## src/rtl/mtm_alu_sequencer.sv

```systemverilog
`default_nettype none
// +----------------------------------------------------------------------------
// | mtm_alu_sequencer
// | Frame controller: decodes a frame, runs the ALU, computes the CRC-3 and
// | streams result or error bytes to the serializer over ready/valid.
// | Revision: 1.0
// +----------------------------------------------------------------------------
module mtm_alu_sequencer #(
  parameter int unsigned ALU_TIMEOUT = 15
) (
  input  logic        clk_i,
  input  logic        rst_ni,
  input  logic        frame_valid_i,
  input  logic [31:0] a_i,
  input  logic [31:0] b_i,
  input  logic [7:0]  ctl_i,
  output logic        alu_start_o,
  output logic [2:0]  alu_op_o,
  output logic [31:0] alu_a_o,
  output logic [31:0] alu_b_o,
  input  logic        alu_done_i,
  input  logic [31:0] alu_c_i,
  input  logic [3:0]  alu_flags_i,
  output logic        tx_valid_o,
  output logic [7:0]  tx_data_o,
  output logic        tx_is_ctl_o,
  input  logic        tx_ready_i,
  output logic        busy_o,
  output logic [7:0]  drop_cnt_o
);

  typedef enum logic [2:0] {
    S_IDLE, S_DECODE, S_EXEC, S_WAIT, S_CRC, S_TX_DATA, S_TX_CTL, S_TX_ERR
  } state_e;

  localparam logic [7:0] C_TIMEOUT  = 8'(ALU_TIMEOUT);
  // Error bytes {1, ed, ec, eo, ed, ec, eo, parity}
  localparam logic [7:0] C_ERR_DATA = 8'hC9;
  localparam logic [7:0] C_ERR_CRC  = 8'hA5;
  localparam logic [7:0] C_ERR_OP   = 8'h93;

  state_e      state_q, state_d;
  logic [31:0] a_q, a_d, b_q, b_d, c_q, c_d;
  logic [7:0]  ctl_q, ctl_d, err_q, err_d, cnt_q, cnt_d, drop_q, drop_d;
  logic [3:0]  flags_q, flags_d;
  logic [2:0]  crc_q, crc_d;

  logic [36:0] w_msg;
  logic        w_bit, w_fb, w_op_ok;

  assign w_msg   = {c_q, 1'b0, flags_q};
  assign w_bit   = w_msg[6'd36 - cnt_q[5:0]];
  assign w_fb    = w_bit ^ crc_q[2];
  assign w_op_ok = ctl_q[6:4] inside {3'b000, 3'b001, 3'b100, 3'b101};

  assign alu_op_o   = ctl_q[6:4];
  assign alu_a_o    = a_q;
  assign alu_b_o    = b_q;
  assign busy_o     = (state_q != S_IDLE);
  assign drop_cnt_o = drop_q;

  always_ff @(posedge clk_i or negedge rst_ni) begin
    if (!rst_ni) begin
      state_q <= S_IDLE;
      a_q     <= '0;
      b_q     <= '0;
      c_q     <= '0;
      ctl_q   <= '0;
      err_q   <= '0;
      cnt_q   <= '0;
      drop_q  <= '0;
      flags_q <= '0;
      crc_q   <= '0;
    end else begin
      state_q <= state_d;
      a_q     <= a_d;
      b_q     <= b_d;
      c_q     <= c_d;
      ctl_q   <= ctl_d;
      err_q   <= err_d;
      cnt_q   <= cnt_d;
      drop_q  <= drop_d;
      flags_q <= flags_d;
      crc_q   <= crc_d;
    end
  end

  always_comb begin
    state_d     = state_q;
    a_d         = a_q;
    b_d         = b_q;
    c_d         = c_q;
    ctl_d       = ctl_q;
    err_d       = err_q;
    cnt_d       = cnt_q;
    flags_d     = flags_q;
    crc_d       = crc_q;
    drop_d      = drop_q;
    alu_start_o = 1'b0;
    tx_valid_o  = 1'b0;
    tx_data_o   = 8'h00;
    tx_is_ctl_o = 1'b0;

    if (frame_valid_i && (state_q != S_IDLE) && (drop_q != 8'hFF)) begin
      drop_d = drop_q + 8'd1;
    end

    case (state_q)
      S_IDLE: begin
        if (frame_valid_i) begin
          a_d     = a_i;
          b_d     = b_i;
          ctl_d   = ctl_i;
          state_d = S_DECODE;
        end
      end
      S_DECODE: begin
        if (ctl_q == C_ERR_DATA) begin
          err_d   = C_ERR_DATA;
          state_d = S_TX_ERR;
        end else if (ctl_q == C_ERR_CRC) begin
          err_d   = C_ERR_CRC;
          state_d = S_TX_ERR;
        end else if (!w_op_ok) begin
          err_d   = C_ERR_OP;
          state_d = S_TX_ERR;
        end else begin
          state_d = S_EXEC;
        end
      end
      // cnt_q holds the index of the current wait cycle, EXEC being cycle 1
      S_EXEC, S_WAIT: begin
        alu_start_o = (state_q == S_EXEC);
        if (alu_done_i) begin
          c_d     = alu_c_i;
          flags_d = alu_flags_i;
          crc_d   = 3'b000;
          cnt_d   = 8'd0;
          state_d = S_CRC;
        end else if (((state_q == S_EXEC) ? 8'd1 : cnt_q) >= C_TIMEOUT) begin
          err_d   = C_ERR_OP;
          state_d = S_TX_ERR;
        end else begin
          cnt_d   = (state_q == S_EXEC) ? 8'd2 : cnt_q + 8'd1;
          state_d = S_WAIT;
        end
      end
      S_CRC: begin
        crc_d = {crc_q[1], crc_q[0] ^ w_fb, w_fb};
        if (cnt_q == 8'd36) begin
          cnt_d   = 8'd0;
          state_d = S_TX_DATA;
        end else begin
          cnt_d = cnt_q + 8'd1;
        end
      end
      S_TX_DATA: begin
        tx_valid_o = 1'b1;
        case (cnt_q[1:0])
          2'd0:    tx_data_o = c_q[31:24];
          2'd1:    tx_data_o = c_q[23:16];
          2'd2:    tx_data_o = c_q[15:8];
          default: tx_data_o = c_q[7:0];
        endcase
        if (tx_ready_i) begin
          if (cnt_q[1:0] == 2'd3) begin
            cnt_d   = 8'd0;
            state_d = S_TX_CTL;
          end else begin
            cnt_d = cnt_q + 8'd1;
          end
        end
      end
      S_TX_CTL: begin
        tx_valid_o  = 1'b1;
        tx_is_ctl_o = 1'b1;
        tx_data_o   = {1'b0, flags_q, crc_q};
        if (tx_ready_i) state_d = S_IDLE;
      end
      S_TX_ERR: begin
        tx_valid_o  = 1'b1;
        tx_is_ctl_o = 1'b1;
        tx_data_o   = err_q;
        if (tx_ready_i) state_d = S_IDLE;
      end
      default: state_d = S_IDLE;
    endcase
  end

endmodule
`default_nettype wire

```

## config.mk

```make
export PLATFORM = sky130hd
export DESIGN_NAME = mtm_alu_sequencer
export DESIGN_NICKNAME = d
export VERILOG_FILES = /design/src/rtl/mtm_alu_sequencer.sv
export SDC_FILE = /design/constraint.sdc
export NUM_CORES = 1
export LEC_CHECK = 0
export ABC_AREA = 1
export BUFFER_PORTS_ARGS = -buffer_cell sky130_fd_sc_hd__buf_2
export CAP_MARGIN = 20
export CORE_ASPECT_RATIO = 0.9
export CORE_MARGIN = 2
export CORE_UTILIZATION = 35
export CTS_BUF_LIST = sky130_fd_sc_hd__clkbuf_8
export DETAILED_ROUTE_END_ITERATION = 10
export GPL_TIMING_DRIVEN = 0
export PLACE_DENSITY = 0.67
export SYNTH_ARGS = -nofsm -noshare
export SYNTH_HDL_FRONTEND = slang
export SYNTH_SLANG_ARGS = --single-unit
```

## constraint.sdc

```tcl
create_clock -name clk_i -period 2.8 [get_ports clk_i]
set_input_delay 0.28 -clock clk_i [delete_from_list [all_inputs] [get_ports clk_i]]
set_output_delay 0.28 -clock clk_i [all_outputs]
set_load 0.005 [all_outputs]
```

== Word level (Yosys, flattened, before mapping) ==
Cells that the tools add are included.
Word-level totals
  register bits after elaboration: 138
  bits of input ports: 113
  output and inout port bits: 87
Operators by class
  add/sub/neg operators: 3
  order comparisons: 2
  equality and inequality tests: 27
  multiplexer cells: 34
  bitwise operators: 2
  reductions and logical operators: 19
Operator list (count)
  8-bit 2-to-1 mux: 12
  8-bit one-hot mux with 3 select lines: 3
  3-bit 2-to-1 mux: 11
  3-bit == test, second input constant: 6
  3-bit one-hot mux with 6 select lines: 1
  8-bit by 1-bit adder with 8-bit output, second input constant: 2
  8-bit == test, second input constant: 2
  8-bit one-hot mux with 2 select lines: 1
  2-bit inequality test, second input constant: 7
  8-bit by 6-bit == test with 1-bit output, second input constant: 1
  8-bit by 4-bit >= comparator with 1-bit output, second input constant: 1
  8-bit inequality test, second input constant: 1
  6-bit by 7-bit less-than comparator with 1-bit output, second input constant: 1
  1-bit binary-select mux with 6-bit select: 1
  3-bit by 1-bit == test with 1-bit output, second input constant: 2
  3-bit by 2-bit == test with 1-bit output, second input constant: 2
  3-bit logical NOT: 2
  3-bit one-hot mux with 2 select lines: 1
  2-bit AND reduction: 3
  3-bit nonzero test: 2
  6-bit subtractor, first input constant: 1
  5-bit AND reduction: 1
  2-bit == test, second input constant: 2
  1-bit 2-to-1 mux: 4
  other kinds (13): 17

== Depth between registers and ports, before layout ==
  depth in word-level cells: 6
  gate-level depth with buffers: 17

== Worst setup path before layout ==
No wires, ideal clock.
  path kind: reg2reg
  start point: register cnt_q[0]
  end point: register crc_q[1]
  arrival: 1.988 ns
  setup slack: 0.694 ns
  stages on the path, launching flop included: 15
  path buffers: 3
  path through: dfrtp_1 > buf_4 > inv_4 > buf_4 > ha_1 > buf_1 > nand3_1 > nand3_1 > nand3_1 > nand3_1 > nand3_1 > nand3_1 > nand3_1 > nand3_1 > nand2_1
Between the ends
  word-level cells in the longest chain between the ends: 6
RTL lines
  start: declaration: RTL line 44  | logic [7:0] ctl_q, ctl_d, err_q, err_d, cnt_q, cnt_d, drop_q, drop_d;
  start signal: assignment: RTL line 81  | cnt_q <= cnt_d;
  6-bit subtractor: RTL line 52  | assign w_bit = w_msg[6'd36 - cnt_q[5:0]];
  1-bit binary-select mux with 6-bit select: RTL line 52
  1-bit 2-to-1 mux (implied by the code): RTL line 52
  1-bit XOR: RTL line 53  | assign w_fb = w_bit ^ crc_q[2];
  1-bit XOR: RTL line 149  | crc_d = {crc_q[1], crc_q[0] ^ w_fb, w_fb};
  3-bit one-hot mux with 2 select lines: RTL line 108  | case (state_q)
  end signal: assignment: RTL line 84  | crc_q <= crc_d;
  end: declaration: RTL line 46  | logic [2:0] crc_q, crc_d;
Every way passes these cells. The select of a mux whose other input is x is not followed.
A chain may end at the register's enable or synchronous reset.

== Worst setup path in the final report ==
  start point: register cnt_q[1]
  end point: output tx_data_o[2]
Between the ends
  word-level cells in the longest chain between the ends: 3
  elaborated cells on any way between the ends: 5
RTL lines
  2-bit == test (tied with other cells): RTL line 159  | case (cnt_q[1:0])
  8-bit one-hot mux with 3 select lines *: RTL line 159
  8-bit one-hot mux with 3 select lines *: RTL line 108
  end: declaration: RTL line 25  | output logic [7:0] tx_data_o,
Every way passes the cells marked *; elsewhere a longest branch is shown, timed or not.

==> flow_summary.toml <==
[final_layout]
layout_commonest_cell = "buf_2"
mostFrequentLayoutCells = "210 x buf_2, 208 x nand2_1, 134 x dfrtp_1"
n_fill_cell = 1787
drive_above_1_share = 0.394
num-nets-final = 1006
synthToLayoutAreaGrowth_pct = 27.1

[power_and_ir_drop]
sequentialPowerShare = 0.385
p_leak_nw = 4.20
powerDensity_mw_per_mm2 = 1100
netSwitchingFraction = 0.406
switching_power_mw = 3.65
clkPwrFrac = 0.182
power.total_mw = 8.99
vdd_drop_max_mv = 0.616
internal_power_mw = 5.34
comb_power_share = 0.433

[routing]
wl_um = 16800
ant_nets = 0
drt_iter0_drc = 348
route.detailed.drc = 0
vias = 5430
dr.pass1.iters = 5
wl_per_cell_um = 14.7
avgViaCountPerCell = 4.73

[logic_synthesis]
synth_top_area_frac = 0.522
syn_area_per_cell_sq_um = 9.60
ys_warn_count = 0
yosysUniqueCellTypes = 46
synth_xor_area_frac = 0.0136
synth_fa_ha_area_frac = 0.0117
synth_compound_area_frac = 0.0594
yosysTopAreaCell = "dfrtp_1"
synth_top_family_by_area = "simple AND/OR/NAND/NOR gates"
synthMuxAreaShare = 0.119
yosys.area_share.simple = 0.218
synth.area.top_cells = "dfrtp_1 52%, nand2_1 12%, mux2_2 11%"
ys_ff_latch = 134
synthCells = 670
postSynth.asyncResetShare = 1.00
synth-main-ff-cell = "dfrtp_1"
syn-cell-area_sq_mm = 0.00643
syn_nets = 789
ys_seq_area_frac = 0.522
synth_edf_count = 0

[global_routing]
grt-ovfl-total = 0
grt_max_degree = 71
track_usage = 0.179
grt_pass1_wl_um = 27600
grt_pass1_vias = 5455
grt_antenna_before_repair = 3

[worst_setup_path]
critPathLaunch = "cnt_q[1]"
worst-path-max-fanout = 11
cp.arrival_ps = 2280
cpMaxStageDelayCell = "ha_1"
crit_path_cell_trace = "ha_1 > clkinv_2 > o21ai_0 > o221ai_1 > buf_2"
r2r_start = "cnt_q[0]"
worstSetupEndpointType = "output port"
critical_path_class = "register to output port"
setup.worst_path.start_class = "register"
crit_required_ps = 2520
cp-endpoint = "tx_data_o[2]"
slowest_delay_ps = 500
reg2reg_to = "crc_q[1]"
r2r_slack_ps = 360
rr_worst_depth = 14

[floorplanning]
start_util = 0.354
die_h_um = 133
coreArea_sq_mm = 0.0182
fp-row-count = 47
die_w_um = 147
fp.dieArea_sq_mm = 0.0195
ios = 200

[timing]
final.min_clock_period_ps = 2560
relSlewSlack = 0.601
rsz0062_at_grt = "false"
finalSetupViolCount = 0
fmax_mhz = 390
worstMarginPinSlew_ps = 598
period_share = 0.915
finalHoldViolCount = 0
fin_tns_setup_ps = 0
finalClockSkew_ps = 17.5
report.final.slew_viol_count = 0

[placed_design]
gp_congestion = 0.912
hpwlAfterDp_um = 12800
io_buffers = 199

[clock_tree]
htree_levels = 4
clock_sinks = 134
clk_path_buf_depth = 2
clock_latency_ps = 450
cts_made_buffers = 17
cts_root_buffer = "clkbuf_8"
cts_setup_buffers = 0
path_clk_slew_ps = 90
cts_tree = "done"

[run_status]
status = "finished, final reports clean"

[hold_path]
hold_path.class = "input pin to register"

[flow_run]
drv_cap = 0
## power groups by stage
stage	registers, mW	logic, mW	clock network, mW
after global placement	3.46	3.81	0
final	3.46	3.89	1.64
after global routing	3.58	4.38	1.77
after CTS	3.46	3.91	1.70
after detailed placement	3.48	3.90	0
after floorplan	3.39	2.49	0
## critical path: cells and delay by family (launching register included)
family | cells | cell delay (ps)
buffers and inverters | 2 | 450
adders and majority gates | 1 | 500
AOI/OAI and AO/OA | 2 | 460
DFF | 1 | 430
## worst min path at each step
stage	from	end	slack (ps)	cells after the start
final	alu_c_i[28]	c_q[28]	30	3
after floorplan	rst_ni	alu_a_o[0]	-20	0
after detailed placement	rst_ni	c_q[22]	310	1
after CTS	alu_c_i[28]	c_q[28]	3	3
after global placement	err_q[0]	err_q[0]	450	1
after global routing	alu_c_i[28]	c_q[28]	1	3
## registers in the layout (all words and copies together) (netlist names)
register	cells
alu_a_o	32
err_q	4
alu_b_o	32
drop_cnt_o	8
c_q	32
flags_q	4
cnt_q	8
crc_q	3
ctl_q	8
state_q	3
## cell usage after synthesis, types with 2 or more instances
library cell and instances:
o21ai_1 4, clkinv_1 2, o21ai_2 3, nor2_2 3, a31oi_2 2, nor2_1 21
o21ai_0 15, inv_2 4, buf_6 2, o211ai_1 8, a21oi_1 11, mux2_1 4
nand2_2 4, nand3_1 62, buf_4 9, nand2_1 208, nor3_1 5, nor2_4 5
clkbuf_1 4, o22ai_1 4, o221ai_1 2, xnor2_1 2, dfrtp_1 134, xor2_1 8
inv_1 34, ha_1 6, nand4_1 6, inv_4 4, mux2_2 64, buf_1 2
o31ai_1 2, buf_2 12
## cell type report
| class | instances | area [sq um] | area share |
|---|---|---|---|
| flip-flops and latches | 134 | 3350 | 0.410 |
| multi-input cells | 462 | 2720 | 0.333 |
| repair buffers | 201 | 1040 | 0.127 |
| well taps | 245 | 307 | 0.0375 |
| clock buffers | 17 | 234 | 0.0286 |
| plain buffers | 27 | 178 | 0.0217 |
| inverters | 44 | 176 | 0.0216 |
| clock inverters | 15 | 160 | 0.0196 |
| diodes | 2 | 5.00 | 0.000613 |
## repair_timing
action	4_1_cts	5_1_grt
setup endpoints to repair	4	6
resized for setup	1	5
hold buffers	1	0
pin swaps	0	1
cloned	0	0
endpoints found under the hold margin	64	0
## cell families (layout without fill, tap and decap cells)
| logic type | Yosys count | after routing |
|---|---|---|
| simple gates | 320 | 320 |
| xor+xnor | 10 | 10 |
| fa+ha+maj | 6 | 6 |
| flops | 134 | 134 |
| compound gates | 58 | 58 |
| other cells | 0 | 2 |
| buf+inv | 74 | 304 |
| mux | 68 | 68 |
## per-layer routing
layer / vias up / share of wire / GRT usage
li1: 2665 / - / -
met1: 2561 / 0.43 / 0.224
met5: - / 0.00071 / 0
met2: 183 / 0.47 / 0.291
met3: 19 / 0.082 / 0.0683
met4: 2 / 0.016 / 0.0485
## through the flow
step	hold WS [ps]	setup WS, ps	cells	instance area [sq um]	util
floorplan	-15.6	694	670	6430	-
global placement	453	-495	1114	7730	0.425
detailed placement	307	157	1115	7760	0.427
CTS	3.27	40.1	1148	8170	0.450
global route	1.21	68.2	1145	8170	0.449
finish	31.1	239	1147	8170	0.450
Power figures use the tool's default switching activity.
